## config.mk

```make
export PLATFORM = sky130hd
export DESIGN_NAME = wbsplitter
export DESIGN_NICKNAME = d
export VERILOG_FILES = /design/src/rtl/wbsplitter.sv
export SDC_FILE = /design/constraint.sdc
export NUM_CORES = 1
export LEC_CHECK = 0
export ABC_AREA = 1
export CORE_AREA = 2 2 108 110
export CTS_BUF_LIST = sky130_fd_sc_hd__clkbuf_4
export DETAILED_ROUTE_END_ITERATION = 7
export DIE_AREA = 0 0 110 112
export PLACE_DENSITY = 0.65
export SYNTH_ARGS = -nofsm -noshare
export SYNTH_HDL_FRONTEND = slang
export SYNTH_SLANG_ARGS = --single-unit
export TNS_END_PERCENT = 5
```

## constraint.sdc

```tcl
create_clock -name i_clk -period 2.4 [get_ports i_clk]
set_input_delay 0.24 -clock i_clk [delete_from_list [all_inputs] [get_ports i_clk]]
set_output_delay 0.24 -clock i_clk [all_outputs]
set_load 0.01 [all_outputs]
```

## src/rtl/wbsplitter.sv

```systemverilog
// Pipelined Wishbone B4 1-to-2 splitter. One master is routed to slave A or slave B by
// address decode (A wins on overlap). Outstanding requests are counted so responses come
// back in order from the slave that owns the burst; an unmapped accept returns a one-cycle
// error one cycle later.
//
// Ports:
//   i_clk, i_rst          clock, synchronous active-high reset
//   i_cyc/i_stb/i_we/     master request (address, write data, byte selects)
//   i_adr/i_dat/i_sel
//   o_ack/o_stall/o_err/  master response and read data
//   o_data
//   o_a_* / o_b_*         slave request lines (we/adr/dat/sel broadcast to both)
//   i_a_* / i_b_*         slave responses (ack, stall, err, read data)
module wbsplitter #(
  parameter int unsigned     DW        = 32,
  parameter int unsigned     AW        = 19,
  parameter logic [AW-1:0]   A_MASK    = 19'h40000,
  parameter logic [AW-1:0]   A_BASE    = 19'h00000,
  parameter logic [AW-1:0]   B_MASK    = 19'h60000,
  parameter logic [AW-1:0]   B_BASE    = 19'h40000,
  parameter int unsigned     LGMAXPEND = 5
) (
  input  logic            i_clk,
  input  logic            i_rst,
  input  logic            i_cyc,
  input  logic            i_stb,
  input  logic            i_we,
  input  logic [AW-1:0]   i_adr,
  input  logic [DW-1:0]   i_dat,
  input  logic [DW/8-1:0] i_sel,
  output logic            o_ack,
  output logic            o_stall,
  output logic            o_err,
  output logic [DW-1:0]   o_data,
  output logic            o_a_cyc,
  output logic            o_a_stb,
  output logic            o_a_we,
  output logic [AW-1:0]   o_a_adr,
  output logic [DW-1:0]   o_a_dat,
  output logic [DW/8-1:0] o_a_sel,
  input  logic            i_a_ack,
  input  logic            i_a_stall,
  input  logic            i_a_err,
  input  logic [DW-1:0]   i_a_data,
  output logic            o_b_cyc,
  output logic            o_b_stb,
  output logic            o_b_we,
  output logic [AW-1:0]   o_b_adr,
  output logic [DW-1:0]   o_b_dat,
  output logic [DW/8-1:0] o_b_sel,
  input  logic            i_b_ack,
  input  logic            i_b_stall,
  input  logic            i_b_err,
  input  logic [DW-1:0]   i_b_data
);

  typedef enum logic [1:0] {OwnNone = 2'd0, OwnA = 2'd1, OwnB = 2'd2} owner_e;

  localparam logic [LGMAXPEND-1:0] PendOne = LGMAXPEND'(1);

  owner_e               owner_q, owner_d, target;
  logic [LGMAXPEND-1:0] npend_q, npend_d;
  logic                 err_q, err_d;
  logic                 sel_a, sel_b, blocked, req;
  logic                 acc_a, acc_b, acc_err, own_ack, own_err;

  // Request fields go to both slaves unmuxed; only the strobes are steered.
  assign o_a_we  = i_we;
  assign o_a_adr = i_adr;
  assign o_a_dat = i_dat;
  assign o_a_sel = i_sel;
  assign o_b_we  = i_we;
  assign o_b_adr = i_adr;
  assign o_b_dat = i_dat;
  assign o_b_sel = i_sel;

  always_comb begin
    sel_a  = ((i_adr & A_MASK) == A_BASE);
    sel_b  = !sel_a && ((i_adr & B_MASK) == B_BASE);
    target = OwnNone;
    if (sel_a)      target = OwnA;
    else if (sel_b) target = OwnB;

    // A request may only join the burst already in flight; a full counter or a pending
    // decode error also holds the master off.
    blocked = ((npend_q != '0) && (target != owner_q)) || (&npend_q) || err_q;
    req     = !i_rst && i_cyc && i_stb && !blocked;

    o_a_stb = req && sel_a;
    o_b_stb = req && sel_b;
    acc_a   = o_a_stb && !i_a_stall;
    acc_b   = o_b_stb && !i_b_stall;
    acc_err = req && !sel_a && !sel_b;
    o_stall = i_rst || blocked || (sel_a && i_a_stall) || (sel_b && i_b_stall);

    own_ack = 1'b0;
    own_err = 1'b0;
    o_data  = i_a_data;
    unique case (owner_q)
      OwnA: begin
        own_ack = i_a_ack;
        own_err = i_a_err;
      end
      OwnB: begin
        own_ack = i_b_ack;
        own_err = i_b_err;
        o_data  = i_b_data;
      end
      default: ;
    endcase

    o_ack   = !i_rst && i_cyc && own_ack;
    o_err   = !i_rst && (err_q || (i_cyc && own_err));
    o_a_cyc = !i_rst && i_cyc && ((owner_q == OwnA) || o_a_stb);
    o_b_cyc = !i_rst && i_cyc && ((owner_q == OwnB) || o_b_stb);
  end

  always_comb begin
    npend_d = npend_q;
    owner_d = owner_q;
    err_d   = 1'b0;
    if (i_rst || !i_cyc) begin
      // Abort: anything still in flight is forgotten, late acks fall on owner NONE.
      npend_d = '0;
      owner_d = OwnNone;
    end else if (own_err) begin
      npend_d = '0;
      owner_d = OwnNone;
    end else begin
      err_d = acc_err;
      if ((acc_a || acc_b) && !own_ack) begin
        npend_d = npend_q + PendOne;
      end else if (!(acc_a || acc_b) && own_ack) begin
        npend_d = npend_q - PendOne;
      end
      if (acc_a)               owner_d = OwnA;
      else if (acc_b)          owner_d = OwnB;
      else if (npend_d == '0)  owner_d = OwnNone;
    end
  end

  always_ff @(posedge i_clk) begin
    if (i_rst) begin
      owner_q <= OwnNone;
      npend_q <= '0;
      err_q   <= 1'b0;
    end else begin
      owner_q <= owner_d;
      npend_q <= npend_d;
      err_q   <= err_d;
    end
  end

endmodule
```

Word-level counts from Yosys, hierarchy flattened:

Index checks and enable logic that the tools add are counted.

* ROM bits: 0
* memories kept: 0
* register bits: 8
* RAM bits: 0
* latch bits: 0
* output and inout port bits: 151
* bits of input ports: 130

* multiply operators: 0
* mux-type cells: 12
* add/sub/neg operators: 2
* reductions and logical operators: 47
* equality and inequality tests: 4
* divide/modulo/power cells: 0
* shift operators: 0
* bitwise gates (word level): 0
* magnitude comparators: 0

Operators with widths (number)
* 32-bit 2-to-1 mux: 1
* 1-bit logical AND: 20
* 5-bit 2-to-1 mux: 4
* 19-bit zero test: 1
* 1-bit logical OR: 10
* 1-bit zero test: 9
* 2-bit 2-to-1 mux: 4
* 5-bit by 1-bit adder with 5-bit output, second input constant: 1
* 5-bit zero test: 1
* 5-bit AND reduction: 1
* 5-bit nonzero test: 1
* 5-bit by 1-bit subtractor with 5-bit output, second input constant: 1
* 2-bit equality test, second input constant: 2
* 1-bit one-hot mux with 2 select lines: 2
* 4-bit OR reduction: 1
* 3-bit nonzero test: 1
* 3-bit OR reduction: 1
* 2-bit by 1-bit equality test with 1-bit output, second input constant: 1
* 2-bit != test: 1
* 2-bit nonzero test: 1
* 1-bit 2-to-1 mux: 1

Logic depth before layout (Yosys ltp):

Gate-level depths: netlist of run 1.

* depth after elaboration: 24
* mapped depth: 16
* gate-level depth less buffers: 16

Least setup slack after synthesis of run 1:

No wires, ideal clock.

* kind: register to register
* from: register npend_q[0]
* to: register owner_q[0]
* cell stages (with the launch flop): 16
* setup slack: 223 ps
* buffers on the path: 0
* arrival: 2054 ps
* library setup time: 123 ps
* clock period less this slack: 2177 ps
* required time: 2277 ps
* path through: dfxtp_1 ha_1 inv_1 nor3_1 ha_1 or2_2 a21oi_4 nand4_4 nand2_4 nand2_4 nand3_1 nand2_1 nor2_1 nand3_2 nand2_1 a21oi_1

* longest elaborated chain between the ends: 17

Ends and longest elaborated chain
* start, declared: RTL line 62 `logic [LGMAXPEND-1:0] npend_q, npend_d;`
* start signal, assigned: RTL line 149 `npend_q <= npend_d;`
* 5-bit nonzero test: RTL line 86 `blocked = ((npend_q != '0) && (target != owner_q)) || (&npend_q) || err_q;`
* 1-bit logical AND: RTL line 86
* 1-bit logical OR (2 in a row): RTL line 86
* 1-bit zero test: RTL line 87 `req = !i_rst && i_cyc && i_stb && !blocked;`
* 1-bit logical AND: RTL line 87
* 1-bit logical AND, on equally long branches: RTL line 89, 90
* 1-bit logical AND, on equally long branches: RTL line 91, 92
* 1-bit logical OR: RTL line 131, 133
* 1-bit zero test: RTL line 133 `end else if (!(acc_a || acc_b) && own_ack) begin`
* 1-bit logical AND: RTL line 133
* 5-bit 2-to-1 mux: RTL line 133
* 5-bit 2-to-1 mux: RTL line 131 `if ((acc_a || acc_b) && !own_ack) begin`
* 5-bit 2-to-1 mux: RTL line 126 `end else if (own_err) begin`
* 5-bit 2-to-1 mux: RTL line 122 `if (i_rst || !i_cyc) begin`
* 5-bit zero test: RTL line 138 `else if (npend_d == '0) owner_d = OwnNone;`
* 3-bit nonzero test (no line)
* end signal, assigned: RTL line 144 `owner_q <= OwnNone;`
* end signal, assigned: RTL line 148 `owner_q <= owner_d;`
* end, declared: RTL line 61 `owner_e owner_q, owner_d, target;`

Parallel ways exist; a longest one is shown, timed or not. The select of a mux whose other input is x is not followed.
A chain may end at the register's enable or synchronous reset.

Final worst setup path of run 1:

* from: register npend_q[1]
* to: output port o_b_stb

* longest elaborated chain between the ends: 7

Ends and longest elaborated chain
* 5-bit nonzero test: RTL line 86
* 1-bit logical AND: RTL line 86
* 1-bit logical OR (*) (2 in a row): RTL line 86
* 1-bit zero test (*): RTL line 87
* 1-bit logical AND (*): RTL line 87
* 1-bit logical AND (*): RTL line 90 `o_b_stb = req && sel_b;`
* end, declared: RTL line 46 `output logic o_b_stb,`

Every way passes the cells marked *; elsewhere a longest branch is shown, timed or not.

==> results of run 1 <==
-- cells by family after synthesis --
logic type,count (synthesis),share of synthesized area [%]
AO/OA/AOI/OAI,19,6.32
XOR/XNOR,4,1.72
flip-flops,8,7.86
AND/OR/NAND/NOR,155,34.1
adder cells (fa/ha/maj),6,3.68
buffers and inverters,139,46.3
-- state kept, by name (all words and copies together), names as in the netlist --
name,flops
npend_q,5
err_q,1
owner_q,2
-- final cells by class --
type,count,area (µm²),area share (%)
clock buffer,3,22.5,0.811
tap,143,179,6.44
timing repair buffer,140,1370,49.4
multi-input combinational,184,966,34.8
sequential,8,163,5.86
inverter,20,75.1,2.70
-- worst min-delay path by stage --
stage	endpoint	slack, ns	cells after the start	from
global route	o_a_dat[23]	0.48	0	i_dat[23]
floorplan	err_q	0.41	2	i_adr[18]
CTS	o_a_dat[12]	0.48	0	i_dat[12]
detailed placement	o_a_dat[12]	0.48	0	i_dat[12]
finish	o_a_dat[1]	0.48	0	i_dat[1]
global placement	o_a_dat[12]	0.48	0	i_dat[12]
-- synthesized netlist by cell type (2+ instances only) --
library cell / instances / area share, %
a21oi_1: 9 / 2.2
a22o_1: 2 / 0.86
buf_4: 112 / 41
clkbuf_1: 6 / 1.1
dfxtp_1: 8 / 7.9
ha_1: 6 / 3.7
inv_1: 18 / 3.3
inv_2: 2 / 0.37
nand2_1: 119 / 22
nand2_2: 2 / 0.61
nand2_4: 3 / 1.7
nand3_1: 6 / 1.5
nand3_2: 3 / 1.5
nand4_1: 2 / 0.61
nand4_4: 2 / 2.1
nor2_1: 11 / 2.0
nor2_2: 2 / 0.61
nor3_1: 2 / 0.49
o211ai_1: 2 / 0.74
o21a_1: 2 / 0.74
xor2_1: 4 / 1.7
-- layout by cell type, fill, tap and decap left out, types with 3 or more instances in the layout --
cell	instances
clkdlybuf4s50_1	107
dlygate4sd2_1	3
nand2_4	3
nand3_1	4
dlymetal6s2s_1	5
buf_6	3
nor2_2	5
clkbuf_4	3
xor2_1	4
nand2_1	118
dfxtp_1	6
nand2_2	3
nand3_2	5
nor2_1	8
inv_1	18
ha_1	4
buf_4	19
a21oi_1	8
-- routing by layer --
layer  wire length [µm]  part of all wire, %  GRT usage (%)
met1               2990                   38           12.9
met2               3290                   42           17.2
met3               1470                   19           8.72
met4                151                  1.9           3.21
met5                  0                    0              0
-- power breakdown --
group          switching (mW)  internal [mW]  total [mW]
Clock                  0.0553         0.0578       0.113
Combinational           0.105          0.191       0.296
Sequential           0.000503          0.133       0.134
Total                   0.161          0.382       0.543
-- through the flow --
step	hold slack (ns)	total power, mW
after floorplan	0.413	0.401
after global placement	0.480	0.432
after detailed placement	0.480	0.431
after CTS	0.480	0.546
after global routing	0.480	0.571
final	0.480	0.543
-- repair_timing --
| action | 4_1_cts | 5_1_grt |
|---|---|---|
| pin swaps | 1 | 3 |
| buffers inserted | 3 | 1 |
| gates resized for setup | 15 | 18 |
| setup endpoints to repair | 16 | 33 |
==> run metrics, run 1 <==
setup slack after layout between 0.09 and 0.1 ns; Mapped Nets about 470; hold buffer count at CTS 0; Primary FF master, synth dfxtp_1; crit path DAT a little over 2 ns; Filler cells ~1200; Vias approximately 2000; Crit path top cell by count buf_4; Area Growth Syn to Fin 36.2%; crit-path cells ha_2 > inv_1 > nor3_1 > ha_1 > or2_4 > a21oi_4 > nand2_2 > nor2_2 > buf_4 > buf_4 > buf_4 > buf_6; CP required roughly 2.2 ns; Clock transition at path regs 0.06 ns; initial antenna violation count 0; Yosys warnings 0; Rows 39; Static Leak 1.33 nW; hpwl dp about 6.6 mm; area of the mapped netlist approximately 2000 µm²; first-pass GRT wire length between 10 and 15 mm; clock tree root buffer cell clkbuf_4; Final ANT Viol Nets 0; final setup vio count 0; grt total ovfl 0; Remaining DRCs 0; drt wl/cell between 15 and 20 µm; count of cell types in the netlist 29; Final Non-Filler Cells 498; crit path max fanout 3; CTS tree built; Initial Util a little under a fifth; Die Y around 110 µm; DR iter-0 viols 152; clock sinks 8; crit share post-route 96.2%; FF-to-FF End owner_q[0]; Cell Area, Placed around 2700 µm²; slowest stage delay, CP 0.34 ns; worst hold-check path type in -> out; Mapped Cells 331; crit end category primary output; WL final between 7 and 8 mm; status finished clean; clk_skew just under 0.009 ns; Max-Slew Margin vs Limit between 70% and 80%; ratio of cells with drive above 1 in the final layout between 10% and 20%; unrepaired setup endpoints after global routing yes; Setup Slack @ Placement -0.00267 ns; fin util between 20 and 25%; Setup CP Type reg -> out; overall routing resource usage between 10 and 15%; Die W 110 µm; Final Max Slew Viols 0; number of cells on the critical path 12; Final GP Congestion 0.817; Pre-antenna DRT Iters 4; Setup TNS Final 0 ns; Clk Latency, worst-skew pair roughly 0.26 ns; sequential element share of the synthesized area approximately 8%; Critical path buffers and inverters 5; Post-synth EDFFs 0; fin area 2780 µm²; ys async rst share 0%; Critical-path top delay cell dfxtp_2; vias in the first global route approximately 2000; Worst-Margin Slew 0.351 ns; setup slack, reg-to-reg 0.10 ns; Top Family by Delay on Critical Path simple AND/OR/NAND/NOR gates; # diodes 0; # IOs between 200 and 300; maximum vdd drop between 0.0001 and 0.00015 V; maximum clock path buffer count 2; min Tclk post-route roughly 2.3 ns; total CTS buffers 3; final layout net count ~500; fmax 433 MHz; max cap viols 0; crit path to o_b_stb; largest net degree at the start of global routing 33; worst reg2reg path depth 16; IO buf count 118; vias per inst a little over 4; Post-Syn Area per Cell around 6.2 µm²; Critical Path Start npend_q[1]; H-tree Lvls 1; Seq cells post-synth 8; overall die area roughly 12000 µm²; PwrDens roughly 200 nW/µm²; crit path launch type flop; placed cell count around 490; core area between 10000 and 15000 µm²; critical register-to-register path startpoint npend_q[1]; Final Hold Fails 0
No activity file was read; power rests on OpenSTA's default activity.
==> run 2: changes to the inputs <==
--- a/config.mk
+++ b/config.mk
@@ -8,6 +8,7 @@
 export ABC_AREA = 1
 export CORE_AREA = 2 2 108 110
 export CTS_BUF_LIST = sky130_fd_sc_hd__clkbuf_4
+export CTS_CLUSTER_SIZE = 40
 export DETAILED_ROUTE_END_ITERATION = 7
 export DIE_AREA = 0 0 110 112
 export PLACE_DENSITY = 0.65
==> results of run 2 <==
No change in the layout: final DEF, timing and power equal those of run 1.
